<file path="config.mk">
export PLATFORM = sky130hd
export DESIGN_NAME = sync_fifo_ctrl_flat
export DESIGN_NICKNAME = d
export VERILOG_FILES = /design/src/rtl/sync_fifo_ctrl_pkg.sv /design/src/rtl/sync_fifo_ctrl_if.sv /design/src/rtl/sync_fifo_ctrl_dp_ram.sv /design/src/rtl/sync_fifo_ctrl.sv /design/src/flat_wrapper.sv
export SDC_FILE = /design/constraint.sdc
export NUM_CORES = 1
export LEC_CHECK = 0
export CORE_ASPECT_RATIO = 0.9
export CORE_UTILIZATION = 50
export DETAILED_ROUTE_END_ITERATION = 12
export DONT_BUFFER_PORTS = 1
export GPL_ROUTABILITY_DRIVEN = 0
export PLACE_DENSITY = 0.69
export SLEW_MARGIN = 20
export SYNTH_ARGS = -nofsm -noshare
export SYNTH_HDL_FRONTEND = slang
export SYNTH_SLANG_ARGS = --single-unit
</file>
<file path="constraint.sdc">
create_clock -name clk_master -period 2.9 [get_ports clk_master]
set_input_delay 0.29 -clock clk_master [delete_from_list [all_inputs] [get_ports clk_master]]
set_output_delay 0.29 -clock clk_master [all_outputs]
set_load 0.02 [all_outputs]
</file>
<file path="src/rtl/sync_fifo_ctrl_pkg.sv">
// Shared constants and helpers for the single-clock FIFO controller and its
// dual-port storage. The defaults here are also the ones used by the dual-clock FIFO.
package sync_fifo_ctrl_pkg;

    localparam int DEFAULT_DATA_WIDTH = 8;
    localparam int DEFAULT_FIFO_DEPTH = 16;

    // Which side of the FIFO moves on a given edge, built as {write, read}.
    typedef enum logic [1:0] {
        ACC_NONE  = 2'b00,
        ACC_READ  = 2'b01,
        ACC_WRITE = 2'b10,
        ACC_BOTH  = 2'b11
    } access_e;

    // Ceiling log2 that is usable in parameter expressions.
    function automatic int clog2_f(input int value);
        int result;
        result = 0;
        while ((1 << result) < value) begin
            result = result + 1;
        end
        return result;
    endfunction

    // Pointers carry one extra wrap bit so full and empty can be told apart.
    function automatic int ptr_width_f(input int depth);
        return clog2_f(depth) + 1;
    endfunction

endpackage

</file>
<file path="src/rtl/sync_fifo_ctrl_if.sv">
// Bus between a same-clock producer/consumer and the FIFO controller.
// The master side drives data and requests; the slave side is the FIFO.
interface sync_fifo_ctrl_if
    import sync_fifo_ctrl_pkg::*;
#(
    parameter int DATA_WIDTH = DEFAULT_DATA_WIDTH,
    parameter int ADDR_WIDTH = clog2_f(DEFAULT_FIFO_DEPTH)
);

    logic [DATA_WIDTH-1:0] data_in;
    logic                  w_en;
    logic                  r_en;
    logic                  err_clr;
    logic [DATA_WIDTH-1:0] data_out;
    logic                  full;
    logic                  empty;
    logic                  almost_full;
    logic                  almost_empty;
    logic [ADDR_WIDTH:0]   count;
    logic                  overflow;
    logic                  underflow;

    modport master (
        output data_in,
        output w_en,
        output r_en,
        output err_clr,
        input  data_out,
        input  full,
        input  empty,
        input  almost_full,
        input  almost_empty,
        input  count,
        input  overflow,
        input  underflow
    );

    modport slave (
        input  data_in,
        input  w_en,
        input  r_en,
        input  err_clr,
        output data_out,
        output full,
        output empty,
        output almost_full,
        output almost_empty,
        output count,
        output overflow,
        output underflow
    );

endinterface

</file>
<file path="src/rtl/sync_fifo_ctrl_dp_ram.sv">
// Simple dual-port storage array: synchronous write, asynchronous read.
// Contents are intentionally not reset; the controller's pointers define validity.
module fifo_dp_ram
    import sync_fifo_ctrl_pkg::*;
#(
    parameter int DATA_WIDTH = DEFAULT_DATA_WIDTH,
    parameter int ADDR_WIDTH = clog2_f(DEFAULT_FIFO_DEPTH)
) (
    input  logic                  clk,
    input  logic                  wr_en,
    input  logic [ADDR_WIDTH-1:0] wr_addr,
    input  logic [DATA_WIDTH-1:0] wr_data,
    input  logic [ADDR_WIDTH-1:0] rd_addr,
    output logic [DATA_WIDTH-1:0] rd_data
);

    logic [DATA_WIDTH-1:0] mem [2**ADDR_WIDTH];

    // Store the incoming word on the rising edge when the controller accepts a write.
    always_ff @(posedge clk) begin
        if (wr_en) begin
            mem[wr_addr] <= wr_data;
        end
    end

    assign rd_data = mem[rd_addr];

endmodule

</file>
<file path="src/rtl/sync_fifo_ctrl.sv">
// Single-clock FIFO controller: binary wrap-bit pointers, occupancy count,
// almost-full/almost-empty thresholds, sticky overflow/underflow, and either a
// registered read port (FWFT=0) or a first-word-fall-through port (FWFT=1).
module sync_fifo_ctrl
    import sync_fifo_ctrl_pkg::*;
#(
    parameter int DATA_WIDTH = DEFAULT_DATA_WIDTH,
    parameter int FIFO_DEPTH = DEFAULT_FIFO_DEPTH,
    parameter int FWFT       = 0,
    parameter int AF_THRESH  = FIFO_DEPTH - 2,
    parameter int AE_THRESH  = 2
) (
    input  logic             clk_master,
    input  logic             reset_n,
    sync_fifo_ctrl_if.slave  bus
);

    localparam int ADDR_WIDTH = clog2_f(FIFO_DEPTH);
    localparam int PTR_WIDTH  = ptr_width_f(FIFO_DEPTH);

    localparam logic [PTR_WIDTH-1:0] PTR_ONE  = PTR_WIDTH'(1);
    localparam logic [PTR_WIDTH-1:0] AF_LIMIT = PTR_WIDTH'(AF_THRESH);
    localparam logic [PTR_WIDTH-1:0] AE_LIMIT = PTR_WIDTH'(AE_THRESH);

    logic [PTR_WIDTH-1:0]  wr_ptr_q;
    logic [PTR_WIDTH-1:0]  wr_ptr_d;
    logic [PTR_WIDTH-1:0]  rd_ptr_q;
    logic [PTR_WIDTH-1:0]  rd_ptr_d;
    logic [DATA_WIDTH-1:0] dout_q;
    logic [DATA_WIDTH-1:0] dout_d;
    logic                  overflow_q;
    logic                  overflow_d;
    logic                  underflow_q;
    logic                  underflow_d;

    logic [PTR_WIDTH-1:0]  count_w;
    logic                  full_w;
    logic                  empty_w;
    logic                  w_acc;
    logic                  r_acc;
    access_e               access;
    logic [DATA_WIDTH-1:0] rd_data;

    // Status is decoded purely from the registered pointers, so it always reflects
    // the state at the start of the cycle and moves one edge after an access.
    assign count_w = wr_ptr_q - rd_ptr_q;
    assign empty_w = (wr_ptr_q == rd_ptr_q);
    assign full_w  = (wr_ptr_q[PTR_WIDTH-1] != rd_ptr_q[PTR_WIDTH-1]) &&
                     (wr_ptr_q[ADDR_WIDTH-1:0] == rd_ptr_q[ADDR_WIDTH-1:0]);

    // A request is only honoured when the start-of-cycle flags allow it.
    assign w_acc  = bus.w_en && !full_w;
    assign r_acc  = bus.r_en && !empty_w;
    assign access = access_e'({w_acc, r_acc});

    // Work out the next pointers, output register and sticky error flags.
    always_comb begin
        wr_ptr_d    = wr_ptr_q;
        rd_ptr_d    = rd_ptr_q;
        dout_d      = dout_q;
        overflow_d  = overflow_q;
        underflow_d = underflow_q;

        case (access)
            ACC_WRITE: begin
                wr_ptr_d = wr_ptr_q + PTR_ONE;
            end
            ACC_READ: begin
                rd_ptr_d = rd_ptr_q + PTR_ONE;
                dout_d   = rd_data;
            end
            ACC_BOTH: begin
                wr_ptr_d = wr_ptr_q + PTR_ONE;
                rd_ptr_d = rd_ptr_q + PTR_ONE;
                dout_d   = rd_data;
            end
            default: begin
            end
        endcase

        // Clear first so a fresh error in the same cycle still latches.
        if (bus.err_clr) begin
            overflow_d  = 1'b0;
            underflow_d = 1'b0;
        end
        if (bus.w_en && full_w) begin
            overflow_d = 1'b1;
        end
        if (bus.r_en && empty_w) begin
            underflow_d = 1'b1;
        end
    end

    // Controller state; an asynchronous reset drops all stored words at once.
    always_ff @(posedge clk_master or negedge reset_n) begin
        if (!reset_n) begin
            wr_ptr_q    <= '0;
            rd_ptr_q    <= '0;
            dout_q      <= '0;
            overflow_q  <= 1'b0;
            underflow_q <= 1'b0;
        end else begin
            wr_ptr_q    <= wr_ptr_d;
            rd_ptr_q    <= rd_ptr_d;
            dout_q      <= dout_d;
            overflow_q  <= overflow_d;
            underflow_q <= underflow_d;
        end
    end

    fifo_dp_ram #(
        .DATA_WIDTH (DATA_WIDTH),
        .ADDR_WIDTH (ADDR_WIDTH)
    ) u_ram (
        .clk     (clk_master),
        .wr_en   (w_acc),
        .wr_addr (wr_ptr_q[ADDR_WIDTH-1:0]),
        .wr_data (bus.data_in),
        .rd_addr (rd_ptr_q[ADDR_WIDTH-1:0]),
        .rd_data (rd_data)
    );

    // In FWFT mode the head word is shown directly; otherwise the read register is used.
    assign bus.data_out     = (FWFT != 0) ? rd_data : dout_q;
    assign bus.full         = full_w;
    assign bus.empty        = empty_w;
    assign bus.count        = count_w;
    assign bus.almost_full  = (count_w >= AF_LIMIT);
    assign bus.almost_empty = (count_w <= AE_LIMIT);
    assign bus.overflow     = overflow_q;
    assign bus.underflow    = underflow_q;

endmodule

</file>
<file path="src/flat_wrapper.sv">
// flat-port wrapper written by rule: the top's interface ports become plain ports
module sync_fifo_ctrl_flat import sync_fifo_ctrl_pkg::*;
#(
    parameter int DATA_WIDTH = DEFAULT_DATA_WIDTH,
    parameter int FIFO_DEPTH = DEFAULT_FIFO_DEPTH,
    parameter int FWFT       = 0,
    parameter int AF_THRESH  = FIFO_DEPTH - 2,
    parameter int AE_THRESH  = 2
)
  (clk_master, reset_n, bus_data_in, bus_w_en, bus_r_en, bus_err_clr, bus_data_out, bus_full, bus_empty, bus_almost_full, bus_almost_empty, bus_count, bus_overflow, bus_underflow);
  sync_fifo_ctrl_if #(.DATA_WIDTH(DATA_WIDTH), .ADDR_WIDTH(4)) bus_i ();
  input  logic clk_master;
  input  logic reset_n;
  input wire logic [$bits(bus_i.data_in)-1:0] bus_data_in;
  input wire logic [$bits(bus_i.w_en)-1:0] bus_w_en;
  input wire logic [$bits(bus_i.r_en)-1:0] bus_r_en;
  input wire logic [$bits(bus_i.err_clr)-1:0] bus_err_clr;
  output wire logic [$bits(bus_i.data_out)-1:0] bus_data_out;
  output wire logic [$bits(bus_i.full)-1:0] bus_full;
  output wire logic [$bits(bus_i.empty)-1:0] bus_empty;
  output wire logic [$bits(bus_i.almost_full)-1:0] bus_almost_full;
  output wire logic [$bits(bus_i.almost_empty)-1:0] bus_almost_empty;
  output wire logic [$bits(bus_i.count)-1:0] bus_count;
  output wire logic [$bits(bus_i.overflow)-1:0] bus_overflow;
  output wire logic [$bits(bus_i.underflow)-1:0] bus_underflow;
  assign bus_i.data_in = bus_data_in;
  assign bus_i.w_en = bus_w_en;
  assign bus_i.r_en = bus_r_en;
  assign bus_i.err_clr = bus_err_clr;
  assign bus_data_out = bus_i.data_out;
  assign bus_full = bus_i.full;
  assign bus_empty = bus_i.empty;
  assign bus_almost_full = bus_i.almost_full;
  assign bus_almost_empty = bus_i.almost_empty;
  assign bus_count = bus_i.count;
  assign bus_overflow = bus_i.overflow;
  assign bus_underflow = bus_i.underflow;
  sync_fifo_ctrl #(.DATA_WIDTH(DATA_WIDTH), .FIFO_DEPTH(FIFO_DEPTH), .FWFT(FWFT), .AF_THRESH(AF_THRESH), .AE_THRESH(AE_THRESH)) u_core (.clk_master(clk_master), .reset_n(reset_n), .bus(bus_i));
endmodule
</file>
# Yosys cells after proc, flatten, opt, wreduce, memory -nomap -nowiden

Memory sizes are Yosys's and may differ from the RTL's. A register that Yosys moved wholly into a read port is not among the register bits.
Index checks and enable logic that the tools add are counted.

Register bits after elaboration: 12
Bits in writable memories: 128
Input port bits: 13
Word-level logic and storage cells: 33
Memories: 1

Memories:

| name             | depth | width | read ports | clocked after Yosys merged registers in | write ports | line                        | RTL |
|---|---|---|---|---|---|---|---|
| u_core.u_ram.mem | 16    | 8     | 1          | 1                                       | 1           | sync_fifo_ctrl_dp_ram.sv:17 | `logic [DATA_WIDTH-1:0] mem [2**ADDR_WIDTH];` |

$add $sub $neg: 3
Magnitude comparators: 2
Equal/unequal tests: 6
Muxes and demuxes: 5
Reductions and logical operators: 12

Operators with widths:

| kind                                                                   | number |
|---|---|
| 5-bit by 1-bit adder with 5-bit output (second input constant)         | 2 |
| 5-bit == test                                                          | 1 |
| 5-bit by 4-bit >= comparator with 1-bit output (second input constant) | 1 |
| 5-bit by 2-bit <= comparator with 1-bit output (second input constant) | 1 |
| 1-bit logical AND                                                      | 5 |
| 1-bit 2-to-1 mux                                                       | 5 |
| 5-bit subtractor                                                       | 1 |
| 2-bit == test (second input constant)                                  | 2 |
| 4-bit == test                                                          | 1 |
| 2-bit nonzero test                                                     | 2 |
| 2-bit OR reduction                                                     | 2 |
| 1-bit logical NOT                                                      | 3 |
| 2-bit by 1-bit == test with 1-bit output (second input constant)       | 1 |
| 1-bit != test                                                          | 1 |

# Longest topological paths before layout

Gate-level depths: netlist of the first run.

Depth in word-level cells: 6
Mapped depth: 9
Depth with buffers taken out: 8

# Modules after synthesis

From an unflattened synthesis of the first run, not the netlist that was laid out.

Cells, all modules: 308
Area, all modules: 6,057.1 um2

Modules (own cells, without submodules):

| module         | times used | cells each | area each (um2) | seq. area each (um2) |
|---|---|---|---|---|
| fifo_dp_ram    | 1          | 221        | 4,987.3         | 3,843.7 |
| sync_fifo_ctrl | 1          | 87         | 1,069.8         | 500.5 |

# Worst setup path before layout of the first run

Ideal clock, no wire load.

Path type: flip-flop to flip-flop
From: register u_core.rd_ptr_q[1]
To: memory u_core.u_ram.mem[3][0] (netlist name) (enable)
Arrival time: 2.422 ns
Data required time: 2.517 ns
Path slack: 0.094 ns
Stages on the path, launching flop included: 9
Clock period less this slack: 2.806 ns
Cells stage by stage: dfrtp_1 buf_4 buf_2 inv_1 ha_1 and4_1 a21boi_2 nand2_1 nor3_1

Word-level cells in the longest chain between the ends: 6

Ends and longest elaborated chain:

| item                                   | line                        | RTL |
|---|---|---|
| start: declaration                     | sync_fifo_ctrl.sv:27        | `logic [PTR_WIDTH-1:0] rd_ptr_q;` |
| start signal: assignment               | sync_fifo_ctrl.sv:104       | `rd_ptr_q <= rd_ptr_d;` |
| 4-bit == test                          | sync_fifo_ctrl.sv:49        | `(wr_ptr_q[ADDR_WIDTH-1:0] == rd_ptr_q[ADDR_WIDTH-1:0]);` |
| 1-bit logical AND                      | sync_fifo_ctrl.sv:48        | `assign full_w = (wr_ptr_q[PTR_WIDTH-1] != rd_ptr_q[PTR_WIDTH-1]) &&` |
| 1-bit logical NOT                      | sync_fifo_ctrl.sv:52        | `assign w_acc = bus.w_en && !full_w;` |
| 1-bit logical AND                      | sync_fifo_ctrl.sv:52        |  |
| 1-bit 2-to-1 mux                       | sync_fifo_ctrl_dp_ram.sv:21 | `if (wr_en) begin` |
| 1-bit 2-to-1 mux (implied by the code) | sync_fifo_ctrl_dp_ram.sv:22 | `mem[wr_addr] <= wr_data;` |
| end: declaration                       | sync_fifo_ctrl_dp_ram.sv:17 |  |

Every way passes these cells.

# Worst setup path in the final report of the first run

From: register u_core.wr_ptr_q[0]
To: output bus_almost_empty

Word-level cells in the longest chain between the ends: 2

Ends and longest elaborated chain:

| item                                           | line                  | RTL |
|---|---|---|
| start: declaration                             | sync_fifo_ctrl.sv:25  | `logic [PTR_WIDTH-1:0] wr_ptr_q;` |
| start signal: assignment                       | sync_fifo_ctrl.sv:103 | `wr_ptr_q <= wr_ptr_d;` |
| 5-bit subtractor                               | sync_fifo_ctrl.sv:46  | `assign count_w = wr_ptr_q - rd_ptr_q;` |
| 5-bit by 2-bit <= comparator with 1-bit output | sync_fifo_ctrl.sv:129 | `assign bus.almost_empty = (count_w <= AE_LIMIT);` |
| end: declaration                               | flat_wrapper.sv:22    | `output wire logic [$bits(bus_i.almost_empty)-1:0] bus_almost_empty;` |

Every way passes these cells.

==> results.sh, run 1 <==
export IMPL_dp_cells=529
export IMPL_hp_start="bus_r_en"
export IMPL_finalMaxSlewViolations=0
export IMPL_netlist_area_mm2=0.006040
export IMPL_synthFlopType="edfxtp_1"
export IMPL_startpoint_type="register"
export IMPL_stdcell_count=573
export IMPL_cts_setup_buffers=0
export IMPL_fin_nets=427
export IMPL_crit_end="bus_almost_empty"
export IMPL_drive_gt1_frac=0.1727
export IMPL_power_frac_comb=0.347
export IMPL_worst_slack_ns=0.1552
export IMPL_intPower_uw=4717
export IMPL_vias_per_cell=5.759
export IMPL_fp_dieH_um=106.3
export IMPL_ant_nets=0
export IMPL_r2r_slack_ns=0.38
export IMPL_clk_latency_ns=0.42
export IMPL_cp_top_family="adder cells"
export IMPL_area_growth_syn_to_layout_pct=14.81
export IMPL_min_path_type="primary input to register"
export IMPL_antenna_found_initial=0
export IMPL_fin_crit_sh=0.9465
export IMPL_grt_usage=0.2157
export IMPL_avgSynthCellArea_um2=16.50
export IMPL_synth_cell_type_count=39
export IMPL_powerDensity_mw_per_mm2=1064
export IMPL_drtIter0Drc=298
export IMPL_crit_path_start="u_core.wr_ptr_q[0]"
export IMPL_grt_max_degree=45
export IMPL_cts_buffers=17
export IMPL_slowest_delay_ns=0.43
export IMPL_cts_root_buf="clkbuf_16"
export IMPL_layout_commonest_cell="edfxtp_1"
export IMPL_route_detailed_drc=0
export IMPL_first_global_vias=3340
export IMPL_cts_tree="done"
export IMPL_max_freq_mhz=364.3
export IMPL_initial_core_util=0.5198
export IMPL_htreeDepth=4
export IMPL_numClockSinks=148
export IMPL_crit_type="register to primary output"
export IMPL_ys_ff_latch=148
export IMPL_antenna_diode_count=0
export IMPL_synth_area_leaders="edfxtp_1, dfrtp_1, mux2i_1, mux4_2, ha_1"
export IMPL_cp_slowest_cell="dfrtp_2"
export IMPL_dieWidth_um=117.9
export IMPL_outcome="finished clean"
export IMPL_p_leak_uw=0.002469
export IMPL_cp_end_kind="primary output"
export IMPL_ys_warnings_count=0
export IMPL_power_switching_uw=2663
export IMPL_cp_required_ns=2.61
export IMPL_cap_violations=0
export IMPL_timing_final_crit_period_ns=2.745
export IMPL_share_seq_of_total_power=0.395
export IMPL_synth_edf_count=128
export IMPL_worst_pin_slew_ns=0.7206
export IMPL_reg2regPathDepth=7
export IMPL_timing_rr_start="u_core.rd_ptr_q[2]"
export IMPL_clk_pin_slew_ns=0.06
export IMPL_worst_r2r_endpoint="u_core.u_ram.mem[2][0]"
export IMPL_layout_common_cells="edfxtp_1, mux2i_1, nor2_1"
export IMPL_clock_path_buffers=2
export IMPL_pre_cts_ws_ns=0.4220
export IMPL_die_area_mm2=0.01252
export IMPL_vias=3300
export IMPL_yosysTopAreaCell="edfxtp_1"
export IMPL_ioPinCount=32
export IMPL_synthArstFlopShare=0.1351
export IMPL_fin_worst_skew_ns=0.008123
export IMPL_dr_pass1_iters=5
export IMPL_routed_wl_um=12320
export IMPL_synthCells=366
export IMPL_worstPathMaxFanout=4
export IMPL_cp_cell_sequence="inv_2, ha_1, inv_1, fa_1, a21o_1, a21oi_1, xnor2_1, a211oi_1, buf_4"
export IMPL_hold_violations=0
export IMPL_grt_pass1_wl_um=19190
export IMPL_hold_ws_ns=0.02155
export IMPL_synth_top_area_frac=0.6364
export IMPL_arrival_ns=2.45
export IMPL_peakVddDrop_uv=547.5
export IMPL_slew_headroom=0.5180
export IMPL_portBuffers=0
export IMPL_wl_per_cell_um=21.49
export IMPL_dp_hpwl_um=7834
export IMPL_switching_share=0.3609
export IMPL_row_count=37
export IMPL_yosysSeqAreaShare=0.7193
export IMPL_synth_nets=389
export IMPL_p_clk_frac=0.258
export IMPL_overflow=0
export IMPL_path_depth=9
export IMPL_setup_viol=0
export IMPL_design_core_area_mm2=0.01162
export IMPL_path_buf_inv=3
export IMPL_tns_ns=0
==> synthesized netlist by cell type, types with 9 or more instances <==
| library cell | number |
|---|---|
| edfxtp_1 | 128 |
| mux2i_1 | 48 |
| nor2_1 | 29 |
| dfrtp_1 | 20 |
| o22ai_1 | 16 |
| inv_1 | 10 |
| nand2_1 | 10 |
| ha_1 | 9 |
| o21ai_1 | 9 |
| xnor2_1 | 9 |
==> worst min-delay path by stage <==
stage,depth (start not counted),slack (ns),end
4_1_cts,2,0.01,u_core.bus.underflow
5_1_grt,2,0.03,u_core.bus.underflow
6_report,2,0.02,u_core.bus.underflow
3_5_place_dp,0,-0.005,u_core.rd_ptr_q[3]
2_1_floorplan,0,-0.006,u_core.bus.data_out[0]
3_3_place_gp,0,-0.005,u_core.rd_ptr_q[1]
==> routing by layer <==
layer	GRT usage	wire length, µm	share of wire
met4	0.08516	223	0.018
met1	0.3007	5570	0.45
met2	0.3231	5705	0.46
met5	0	0	0
met3	0.05901	817	0.066
==> sequential cells by signal, indices dropped and copies added, names as in the netlist <==
name / cells
u_core.u_ram.mem: 128
u_core.bus.underflow: 1
u_core.wr_ptr_q: 5
u_core.rd_ptr_q: 5
u_core.bus.data_out: 8
u_core.bus.overflow: 1
==> timing repair <==
| action | 4_1_cts | 5_1_grt |
|---|---|---|
| hold buffers | 11 | 1 |
| resized for setup | 0 | 2 |
| hold endpoints to repair | 150 | 20 |
| setup endpoints to repair | 0 | 2 |
==> per-stage QoR <==
step             util  power, µW  instance area, µm²
2_1_floorplan       -       4833                6040
3_3_place_gp   0.5420       5387                6299
3_5_place_dp   0.5420       5450                6299
4_1_cts        0.5962       7405                6928
5_1_grt        0.5967       7744                6934
6_report       0.5967       7380                6934
==> logic make-up (layout without fill, tap and decap cells) <==
| family | after synthesis | in the layout | synth area share |
|---|---|---|---|
| compound gates | 53 | 53 | 0.05842 |
| xor+xnor | 12 | 12 | 0.01740 |
| fa+ha+maj | 10 | 10 | 0.02196 |
| buf+inv | 27 | 78 | 0.02589 |
| flops | 148 | 148 | 0.7193 |
| mux | 56 | 56 | 0.1094 |
| simple gates | 60 | 60 | 0.04765 |
==> cell type report <==
| cell class | count | area [µm²] |
|---|---|---|
| Sequential cell | 148 | 4348 |
| Timing Repair Buffer | 36 | 295.3 |
| Fill cell | 863 | 4686 |
| Tap cell | 156 | 195.2 |
| Inverter | 10 | 37.54 |
| Clock inverter | 15 | 93.84 |
| Multi-Input combinational cell | 191 | 1539 |
| Clock buffer | 17 | 425.4 |
==> power by group through the flow <==
| stage | Clock [µW] | Combinational [µW] | Sequential [µW] |
|---|---|---|---|
| 4_1_cts | 1930 | 2560 | 2910 |
| 2_1_floorplan | 0 | 1960 | 2870 |
| 5_1_grt | 2020 | 2780 | 2940 |
| 6_report | 1900 | 2560 | 2920 |
| 3_5_place_dp | 0 | 2500 | 2950 |
| 3_3_place_gp | 0 | 2440 | 2940 |
Note: power is estimated with default switching activity, not from simulation.
==> run 2: changes to the inputs <==
--- a/config.mk
+++ b/config.mk
@@ -7,6 +7,7 @@
 export LEC_CHECK = 0
 export CORE_ASPECT_RATIO = 0.9
 export CORE_UTILIZATION = 50
+export CTS_CLUSTER_DIAMETER = 100
 export DETAILED_ROUTE_END_ITERATION = 12
 export DONT_BUFFER_PORTS = 1
 export GPL_ROUTABILITY_DRIVEN = 0
==> results of run 2 <==
No change in the layout: final DEF, timing and power equal those of run 1.
